$ cat src/rtl/vram_arbiter_if.sv
// Request/response bundle for the shared PVR VRAM port.
// slave = arbiter side, master = requesters and VRAM side.
interface vram_arbiter_if;
  logic        cpu_req_valid;
  logic [22:0] cpu_req_addr;
  logic        cpu_req_wen;
  logic [63:0] cpu_req_wdata;
  logic [7:0]  cpu_req_wmask;
  logic        cpu_req_ready;
  logic        cpu_resp_valid;
  logic [63:0] cpu_resp_rdata;

  logic        pvr_req_valid;
  logic [22:0] pvr_req_addr;
  logic        pvr_req_ready;
  logic        pvr_resp_valid;
  logic [31:0] pvr_resp_rdata;

  logic        vram_rd;
  logic        vram_wr;
  logic [22:0] vram_addr;
  logic [31:0] vram_dout;
  logic [3:0]  vram_be;
  logic [31:0] vram_din;
  logic        vram_ack;

  modport slave (
    input  cpu_req_valid, cpu_req_addr, cpu_req_wen, cpu_req_wdata, cpu_req_wmask,
    output cpu_req_ready, cpu_resp_valid, cpu_resp_rdata,
    input  pvr_req_valid, pvr_req_addr,
    output pvr_req_ready, pvr_resp_valid, pvr_resp_rdata,
    output vram_rd, vram_wr, vram_addr, vram_dout, vram_be,
    input  vram_din, vram_ack
  );

  modport master (
    output cpu_req_valid, cpu_req_addr, cpu_req_wen, cpu_req_wdata, cpu_req_wmask,
    input  cpu_req_ready, cpu_resp_valid, cpu_resp_rdata,
    output pvr_req_valid, pvr_req_addr,
    input  pvr_req_ready, pvr_resp_valid, pvr_resp_rdata,
    input  vram_rd, vram_wr, vram_addr, vram_dout, vram_be,
    output vram_din, vram_ack
  );
endinterface

$ cat src/rtl/vram_arbiter.sv
// Shares the 32-bit PVR VRAM port between the SH4 64-bit data path and the PVR fetch engine.
// IDLE arbitrate | CPU_LO beat addr+0 | CPU_HI beat addr+4 | PVR read beat | RESP response pulse
module vram_arbiter #(
  parameter int STARVE_LIMIT = 8
) (
  input  logic           clk,
  input  logic           rst,
  vram_arbiter_if.slave  bus
);

  localparam int WCW = (STARVE_LIMIT < 1) ? 1 : $clog2(STARVE_LIMIT + 1);
  localparam logic [WCW-1:0] W_LIMIT = WCW'(STARVE_LIMIT);

  typedef enum logic [2:0] {
    S_IDLE   = 3'd0,
    S_CPU_LO = 3'd1,
    S_CPU_HI = 3'd2,
    S_PVR    = 3'd3,
    S_RESP   = 3'd4
  } state_t;

  state_t         r_state;
  state_t         w_state_nxt;
  logic [WCW-1:0] r_wait_cnt;
  logic [22:0]    r_addr;
  logic [63:0]    r_wdata;
  logic [7:0]     r_wmask;
  logic           r_wen;
  logic           r_owner_cpu;

  logic           r_vram_rd;
  logic           r_vram_wr;
  logic [22:0]    r_vram_addr;
  logic [31:0]    r_vram_dout;
  logic [3:0]     r_vram_be;
  logic           r_cpu_resp_valid;
  logic [63:0]    r_cpu_rdata;
  logic           r_pvr_resp_valid;
  logic [31:0]    r_pvr_rdata;

  logic           w_starve;
  logic           w_cpu_gnt;
  logic           w_pvr_gnt;
  logic [22:0]    w_eff_addr;
  logic [63:0]    w_eff_wdata;
  logic [7:0]     w_eff_wmask;
  logic           w_eff_wen;
  logic           w_eff_owner_cpu;
  logic           w_rd_nxt;
  logic           w_wr_nxt;
  logic [22:0]    w_addr_nxt;
  logic [31:0]    w_dout_nxt;
  logic [3:0]     w_be_nxt;
  logic           w_unused_addr_bits;

  assign w_starve = (r_wait_cnt >= W_LIMIT);

  always_ff @(posedge clk) begin
    if (rst) begin
      r_state <= S_IDLE;
    end else begin
      r_state <= w_state_nxt;
    end
  end

  always_comb begin
    w_state_nxt = r_state;
    w_cpu_gnt   = 1'b0;
    w_pvr_gnt   = 1'b0;
    case (r_state)
      S_IDLE: begin
        if (bus.cpu_req_valid && (!bus.pvr_req_valid || w_starve)) begin
          w_cpu_gnt = 1'b1;
          // Writes skip beats whose byte-enable nibble is empty
          if (!bus.cpu_req_wen || (bus.cpu_req_wmask[3:0] != 4'h0)) begin
            w_state_nxt = S_CPU_LO;
          end else if (bus.cpu_req_wmask[7:4] != 4'h0) begin
            w_state_nxt = S_CPU_HI;
          end else begin
            w_state_nxt = S_RESP;
          end
        end else if (bus.pvr_req_valid) begin
          w_pvr_gnt   = 1'b1;
          w_state_nxt = S_PVR;
        end
      end
      S_CPU_LO: begin
        if (bus.vram_ack) begin
          w_state_nxt = (r_wen && (r_wmask[7:4] == 4'h0)) ? S_RESP : S_CPU_HI;
        end
      end
      S_CPU_HI, S_PVR: begin
        if (bus.vram_ack) begin
          w_state_nxt = S_RESP;
        end
      end
      S_RESP:  w_state_nxt = S_IDLE;
      default: w_state_nxt = S_IDLE;
    endcase
  end

  // Request fields seen by the beat logic: live inputs in the grant cycle, latched copies after
  assign w_eff_addr      = w_cpu_gnt ? bus.cpu_req_addr : (w_pvr_gnt ? bus.pvr_req_addr : r_addr);
  assign w_eff_wdata     = w_cpu_gnt ? bus.cpu_req_wdata : r_wdata;
  assign w_eff_wmask     = w_cpu_gnt ? bus.cpu_req_wmask : r_wmask;
  assign w_eff_wen       = w_cpu_gnt ? bus.cpu_req_wen : (w_pvr_gnt ? 1'b0 : r_wen);
  assign w_eff_owner_cpu = w_cpu_gnt | (~w_pvr_gnt & r_owner_cpu);
  assign w_unused_addr_bits = ^w_eff_addr[1:0];

  always_comb begin
    w_rd_nxt   = 1'b0;
    w_wr_nxt   = 1'b0;
    w_addr_nxt = r_vram_addr;
    w_dout_nxt = r_vram_dout;
    w_be_nxt   = r_vram_be;
    case (w_state_nxt)
      S_CPU_LO: begin
        w_rd_nxt   = ~w_eff_wen;
        w_wr_nxt   = w_eff_wen;
        w_addr_nxt = {w_eff_addr[22:3], 3'b000};
        w_dout_nxt = w_eff_wen ? w_eff_wdata[31:0] : 32'h0;
        w_be_nxt   = w_eff_wen ? w_eff_wmask[3:0] : 4'hF;
      end
      S_CPU_HI: begin
        w_rd_nxt   = ~w_eff_wen;
        w_wr_nxt   = w_eff_wen;
        w_addr_nxt = {w_eff_addr[22:3], 3'b100};
        w_dout_nxt = w_eff_wen ? w_eff_wdata[63:32] : 32'h0;
        w_be_nxt   = w_eff_wen ? w_eff_wmask[7:4] : 4'hF;
      end
      S_PVR: begin
        w_rd_nxt   = 1'b1;
        w_addr_nxt = {w_eff_addr[22:2], 2'b00};
        w_dout_nxt = 32'h0;
        w_be_nxt   = 4'hF;
      end
      default: ;
    endcase
  end

  always_ff @(posedge clk) begin
    if (rst) begin
      r_wait_cnt       <= '0;
      r_addr           <= '0;
      r_wdata          <= '0;
      r_wmask          <= '0;
      r_wen            <= 1'b0;
      r_owner_cpu      <= 1'b0;
      r_vram_rd        <= 1'b0;
      r_vram_wr        <= 1'b0;
      r_vram_addr      <= '0;
      r_vram_dout      <= '0;
      r_vram_be        <= '0;
      r_cpu_resp_valid <= 1'b0;
      r_cpu_rdata      <= '0;
      r_pvr_resp_valid <= 1'b0;
      r_pvr_rdata      <= '0;
    end else begin
      r_vram_rd        <= w_rd_nxt;
      r_vram_wr        <= w_wr_nxt;
      r_vram_addr      <= w_addr_nxt;
      r_vram_dout      <= w_dout_nxt;
      r_vram_be        <= w_be_nxt;
      r_cpu_resp_valid <= (w_state_nxt == S_RESP) &&  w_eff_owner_cpu;
      r_pvr_resp_valid <= (w_state_nxt == S_RESP) && !w_eff_owner_cpu;

      if (w_cpu_gnt) begin
        r_addr      <= bus.cpu_req_addr;
        r_wdata     <= bus.cpu_req_wdata;
        r_wmask     <= bus.cpu_req_wmask;
        r_wen       <= bus.cpu_req_wen;
        r_owner_cpu <= 1'b1;
        r_cpu_rdata <= '0;
      end else if (w_pvr_gnt) begin
        r_addr      <= bus.pvr_req_addr;
        r_wen       <= 1'b0;
        r_owner_cpu <= 1'b0;
      end

      if (bus.vram_ack && !r_wen) begin
        case (r_state)
          S_CPU_LO: r_cpu_rdata[31:0]  <= bus.vram_din;
          S_CPU_HI: r_cpu_rdata[63:32] <= bus.vram_din;
          S_PVR:    r_pvr_rdata        <= bus.vram_din;
          default: ;
        endcase
      end

      if (w_cpu_gnt) begin
        r_wait_cnt <= '0;
      end else if (bus.cpu_req_valid && !w_starve) begin
        r_wait_cnt <= r_wait_cnt + WCW'(1);
      end
    end
  end

  // Grants are combinational in IDLE but must stay low while reset is held
  assign bus.cpu_req_ready  = w_cpu_gnt & ~rst;
  assign bus.pvr_req_ready  = w_pvr_gnt & ~rst;
  assign bus.cpu_resp_valid = r_cpu_resp_valid;
  assign bus.cpu_resp_rdata = r_cpu_rdata;
  assign bus.pvr_resp_valid = r_pvr_resp_valid;
  assign bus.pvr_resp_rdata = r_pvr_rdata;
  assign bus.vram_rd        = r_vram_rd;
  assign bus.vram_wr        = r_vram_wr;
  assign bus.vram_addr      = r_vram_addr;
  assign bus.vram_dout      = r_vram_dout;
  assign bus.vram_be        = r_vram_be;

endmodule

$ cat src/flat_wrapper.sv
// flat-port wrapper written by rule: the top's interface ports become plain ports
module vram_arbiter_flat 
#(
  parameter int STARVE_LIMIT = 8
)
  (clk, rst, bus_cpu_req_valid, bus_cpu_req_addr, bus_cpu_req_wen, bus_cpu_req_wdata, bus_cpu_req_wmask, bus_cpu_req_ready, bus_cpu_resp_valid, bus_cpu_resp_rdata, bus_pvr_req_valid, bus_pvr_req_addr, bus_pvr_req_ready, bus_pvr_resp_valid, bus_pvr_resp_rdata, bus_vram_rd, bus_vram_wr, bus_vram_addr, bus_vram_dout, bus_vram_be, bus_vram_din, bus_vram_ack);
  vram_arbiter_if bus_i ();
  input  logic clk;
  input  logic rst;
  input wire logic [$bits(bus_i.cpu_req_valid)-1:0] bus_cpu_req_valid;
  input wire logic [$bits(bus_i.cpu_req_addr)-1:0] bus_cpu_req_addr;
  input wire logic [$bits(bus_i.cpu_req_wen)-1:0] bus_cpu_req_wen;
  input wire logic [$bits(bus_i.cpu_req_wdata)-1:0] bus_cpu_req_wdata;
  input wire logic [$bits(bus_i.cpu_req_wmask)-1:0] bus_cpu_req_wmask;
  output wire logic [$bits(bus_i.cpu_req_ready)-1:0] bus_cpu_req_ready;
  output wire logic [$bits(bus_i.cpu_resp_valid)-1:0] bus_cpu_resp_valid;
  output wire logic [$bits(bus_i.cpu_resp_rdata)-1:0] bus_cpu_resp_rdata;
  input wire logic [$bits(bus_i.pvr_req_valid)-1:0] bus_pvr_req_valid;
  input wire logic [$bits(bus_i.pvr_req_addr)-1:0] bus_pvr_req_addr;
  output wire logic [$bits(bus_i.pvr_req_ready)-1:0] bus_pvr_req_ready;
  output wire logic [$bits(bus_i.pvr_resp_valid)-1:0] bus_pvr_resp_valid;
  output wire logic [$bits(bus_i.pvr_resp_rdata)-1:0] bus_pvr_resp_rdata;
  output wire logic [$bits(bus_i.vram_rd)-1:0] bus_vram_rd;
  output wire logic [$bits(bus_i.vram_wr)-1:0] bus_vram_wr;
  output wire logic [$bits(bus_i.vram_addr)-1:0] bus_vram_addr;
  output wire logic [$bits(bus_i.vram_dout)-1:0] bus_vram_dout;
  output wire logic [$bits(bus_i.vram_be)-1:0] bus_vram_be;
  input wire logic [$bits(bus_i.vram_din)-1:0] bus_vram_din;
  input wire logic [$bits(bus_i.vram_ack)-1:0] bus_vram_ack;
  assign bus_i.cpu_req_valid = bus_cpu_req_valid;
  assign bus_i.cpu_req_addr = bus_cpu_req_addr;
  assign bus_i.cpu_req_wen = bus_cpu_req_wen;
  assign bus_i.cpu_req_wdata = bus_cpu_req_wdata;
  assign bus_i.cpu_req_wmask = bus_cpu_req_wmask;
  assign bus_cpu_req_ready = bus_i.cpu_req_ready;
  assign bus_cpu_resp_valid = bus_i.cpu_resp_valid;
  assign bus_cpu_resp_rdata = bus_i.cpu_resp_rdata;
  assign bus_i.pvr_req_valid = bus_pvr_req_valid;
  assign bus_i.pvr_req_addr = bus_pvr_req_addr;
  assign bus_pvr_req_ready = bus_i.pvr_req_ready;
  assign bus_pvr_resp_valid = bus_i.pvr_resp_valid;
  assign bus_pvr_resp_rdata = bus_i.pvr_resp_rdata;
  assign bus_vram_rd = bus_i.vram_rd;
  assign bus_vram_wr = bus_i.vram_wr;
  assign bus_vram_addr = bus_i.vram_addr;
  assign bus_vram_dout = bus_i.vram_dout;
  assign bus_vram_be = bus_i.vram_be;
  assign bus_i.vram_din = bus_vram_din;
  assign bus_i.vram_ack = bus_vram_ack;
  vram_arbiter #(.STARVE_LIMIT(STARVE_LIMIT)) u_core (.clk(clk), .rst(rst), .bus(bus_i));
endmodule
$ cat config.mk
export PLATFORM = sky130hd
export DESIGN_NAME = vram_arbiter_flat
export DESIGN_NICKNAME = d
export VERILOG_FILES = /design/src/rtl/vram_arbiter_if.sv /design/src/rtl/vram_arbiter.sv /design/src/flat_wrapper.sv
export SDC_FILE = /design/constraint.sdc
export NUM_CORES = 1
export LEC_CHECK = 0
export CORE_UTILIZATION = 42
export DETAILED_ROUTE_END_ITERATION = 8
export GPL_TIMING_DRIVEN = 1
export PLACE_DENSITY = 0.73
export SYNTH_ARGS = -nofsm -noshare
export SYNTH_HDL_FRONTEND = slang
export SYNTH_SLANG_ARGS = --single-unit
$ cat constraint.sdc
create_clock -name clk -period 2.2 [get_ports clk]
set_input_delay 0.33 -clock clk [delete_from_list [all_inputs] [get_ports clk]]
set_output_delay 0.33 -clock clk [all_outputs]
set_load 0.02 [all_outputs]
==> results by group <==
Outcome
  • Status: finished, final reports clean

Route
  • Detailed router's first-iteration violation count: 485
  • Remaining DRCs: 0
  • Vias: slightly below 9000
  • DR WL/cell: between 15 and 20 microns
  • Vias per cell: around 5.2
  • Wirelength, routed: 30.59 mm
  • ANT nets after route: 0
  • Detailed Routing Iterations Pass 1: 8

Job
  • Max Cap Viol: 0

Timing
  • Final hold vios: 0
  • Rel. slew slack: between 40% and 50%
  • Final setup fails: 0
  • Crit path time final: about 2.1 ns
  • Worst setup margin: roughly 0.088 ns
  • Worst-Margin Slew: around 0.80 ns
  • Max-slew violations: 0
  • F_max: 473.5 MHz
  • Final period util: 96.01%
  • Clk_skew: around 0.022 ns

Placement
  • Dpl ws: -0.5400 ns
  • Final GP Congestion: between 0.8 and 0.9
  • Hpwl dp: 20.63 mm
  • IO buf count: 310

Power and ir drop
  • Psw: about 3.4 mW
  • Net Sw Frac: a little over a quarter
  • Clk pwr share: a little over a third
  • Seq pwr share: around 41%
  • Combinational Power Share: between 20% and 30%
  • Internal: ~9.0 mW
  • LEAKAGE: roughly 5.5 nW
  • Peak supply drop: roughly 0.00076 V
  • Power per Cell Area: approximately 850 nW/um^2

Finish
  • Area grow syn2layout: 50.03%
  • Final nets: around 1500
  • Proportion of layout cells with a drive suffix above 1: approximately 14%
  • Final core occ: roughly 65%
  • Fill count: about 1900
  • Number of antenna diodes: 0
  • Most common cell after layout, fill and taps aside: clkdlybuf4s50_1
  • Most frequent cells in the layout: clkdlybuf4s50_1, dfxtp_1, nor2_1, nand2_1, buf_4

Die
  • # rows: 55
  • Die Y-Extent: 154.8 microns
  • Die X: 154.8 microns
  • Initial core utilization: 43.03%
  • Ports: 317
  • Core ar.: roughly 23000 sq um
  • DIE AREA: about 24000 sq um

Global routing
  • Vias in the first global route: slightly below 9000
  • Total track usage: 24.96%
  • Initial antenna violation count: 0
  • Largest net degree at the start of global routing: 78
  • Global route overflow: 0
  • Global-route wire length before repair: between 40 and 50 mm

Critical path
  • CP arrival: between 2 and 3 ns
  • R2R setup slack: ~0.11 ns
  • Setup crit start kind: input pin
  • Critical path required time: 2.61 ns
  • CP Class: in -> reg
  • Critical path peak fanout: 32
  • Critical path endpoint category: flip-flop

Synthesis
  • Sequential area share after synthesis: a little over half
  • Synth area leaders: dfxtp_1, nor2_1, mux2i_1
  • Warnings, synthesis: 0
  • Yosys reg bits: 259
  • Count of cell types in the netlist: 52
  • Mean Syn Cell Area: ~9.5 sq um
  • Syn Inst Count: approximately 1000
  • Post-synth EDFFs: 0
  • Primary FF master, synth: dfxtp_1
  • Yosys top cell by area: dfxtp_1
  • Share of the synthesized area in the top cell type: 52.90%
  • Mapped Area: between 9000 and 10000 sq um
  • Post-synth ARST share: 0%

Clocking
  • Worst-Skew Late Latency: ~0.54 ns
  • Root Buffer: clkbuf_16
  • Total clock sinks: between 200 and 300
  • Clk buf depth: 3
  • Post-CTS Hold Buffers: 0
  • Clk slew on worst S/H paths: 0.06 ns
  • H-tree depth: 1
  • CTS tree: yes
  • Num CTS Buffers: 27

Hold path
  • Worst Hold Class: in -> reg
## registers in the layout, indices dropped and copies added, names as in the netlist
register	flops
u_core.bus.cpu_resp_rdata	64
u_core.bus.vram_rd	1
u_core.r_owner_cpu	1
u_core.bus.pvr_resp_valid	1
u_core.bus.vram_addr	21
u_core.bus.vram_dout	32
u_core.bus.cpu_resp_valid	1
u_core.bus.vram_wr	1
u_core.r_wmask	8
u_core.r_addr	21
u_core.r_wen	1
u_core.bus.pvr_resp_rdata	32
u_core.bus.vram_be	4
u_core.r_wdata	64
u_core.r_wait_cnt	4
u_core.r_state	3
## layout make-up
type	instances	area [sq um]	share of cell area (%)
inverters	4	15.01	0.1021
clock buffers	39	790.8	5.378
well taps	313	391.6	2.663
repair buffers	405	3989	27.13
flip-flops and latches	259	5185	35.26
clock inverters	8	93.84	0.6382
multi-input cells	678	4239	28.83
## path summary, 6_finish.rpt
path                                 start                            end  cells past startpoint
max reg2reg              u_core.r_state[0]       u_core.bus.vram_dout[20]                      8
min                                    rst              u_core.r_wmask[7]                      2
min reg2reg  u_core.bus.pvr_resp_rdata[17]  u_core.bus.pvr_resp_rdata[17]                      2
max                   bus_cpu_req_wmask[5]       u_core.bus.vram_dout[30]                      8
## metal layers
metal  wire, microns  track usage (%)  part of all wire, %  vias up
li1                -                -                    -     4312
met1           12530            30.88                   41     4227
met2           14580            42.06                   48      349
met3            2741            7.481                  9.0       42
met4             736            6.836                  2.4        0
met5               0                0                    0        -
## power by group through the flow
stage | logic [mW] | registers (mW) | clock network [mW]
after global placement | 2.67 | 5.22 | 0
after floorplan | 1.20 | 5.42 | 0
after CTS | 2.73 | 5.14 | 4.61
after detailed placement | 2.70 | 5.23 | 0
after global routing | 2.97 | 5.17 | 4.79
final | 2.76 | 5.14 | 4.54
## synthesized netlist by cell type, types with 2 or more instances
| library cell | number |
|---|---|
| inv_1 | 4 |
| nand3_1 | 35 |
| buf_6 | 8 |
| a22oi_1 | 33 |
| nor2b_1 | 4 |
| dfxtp_1 | 259 |
| a21oi_1 | 72 |
| o221a_1 | 3 |
| buf_1 | 4 |
| clkbuf_1 | 68 |
| or2_2 | 2 |
| nor2_1 | 127 |
| o31ai_1 | 34 |
| ha_1 | 2 |
| o21ai_0 | 33 |
| buf_4 | 4 |
| nand2b_1 | 3 |
| a211oi_1 | 21 |
| and3_1 | 2 |
| mux2_2 | 31 |
| nor3_1 | 5 |
| nand2_1 | 112 |
| mux2i_1 | 43 |
| a22o_1 | 32 |
| and2_1 | 38 |
| buf_2 | 11 |
| a222oi_1 | 18 |
| o221a_2 | 2 |
## per-stage QoR
stage                     area [sq um]  hold slack, ns  setup TNS (ns)  total power [mW]  std cells
after floorplan                   9807          0.4143               0             6.623       1035
after global placement           13740          0.4414          -26.03             7.890       1655
after detailed placement         13740          0.4457          -29.13             7.928       1655
after CTS                        14640         0.08505               0             12.48       1703
after global routing             14700         0.09678        -0.01114             12.93       1706
final                            14700          0.1061               0             12.43       1706
## timing repair
item                       CTS  global route
gates cloned                 0             1
setup endpoints to repair    4            40
pin swaps                    2             3
gates resized for setup      4            11
setup buffers                1             2
## worst max-delay path: stages
cell and delay, ns:
clkdlybuf4s50_1 0.43, or4_4 0.57, a311oi_2 0.23, o221a_4 0.29, or2_4 0.15, buf_12 0.19, o31ai_1 0.11, a22o_1 0.23
## logic make-up after synthesis
logic type                 Yosys count  synth area share, %
buffers and inverters               99                4.698
and+or+nand+nor                    338                15.38
other                                1              0.03826
adders and majority gates            2               0.2553
muxes                               74                7.953
AOI/OAI and AO/OA                  259                18.59
DFF                                259                52.90
xor gates and xnor gates             2               0.1788
(Power assumes the default switching activity.)
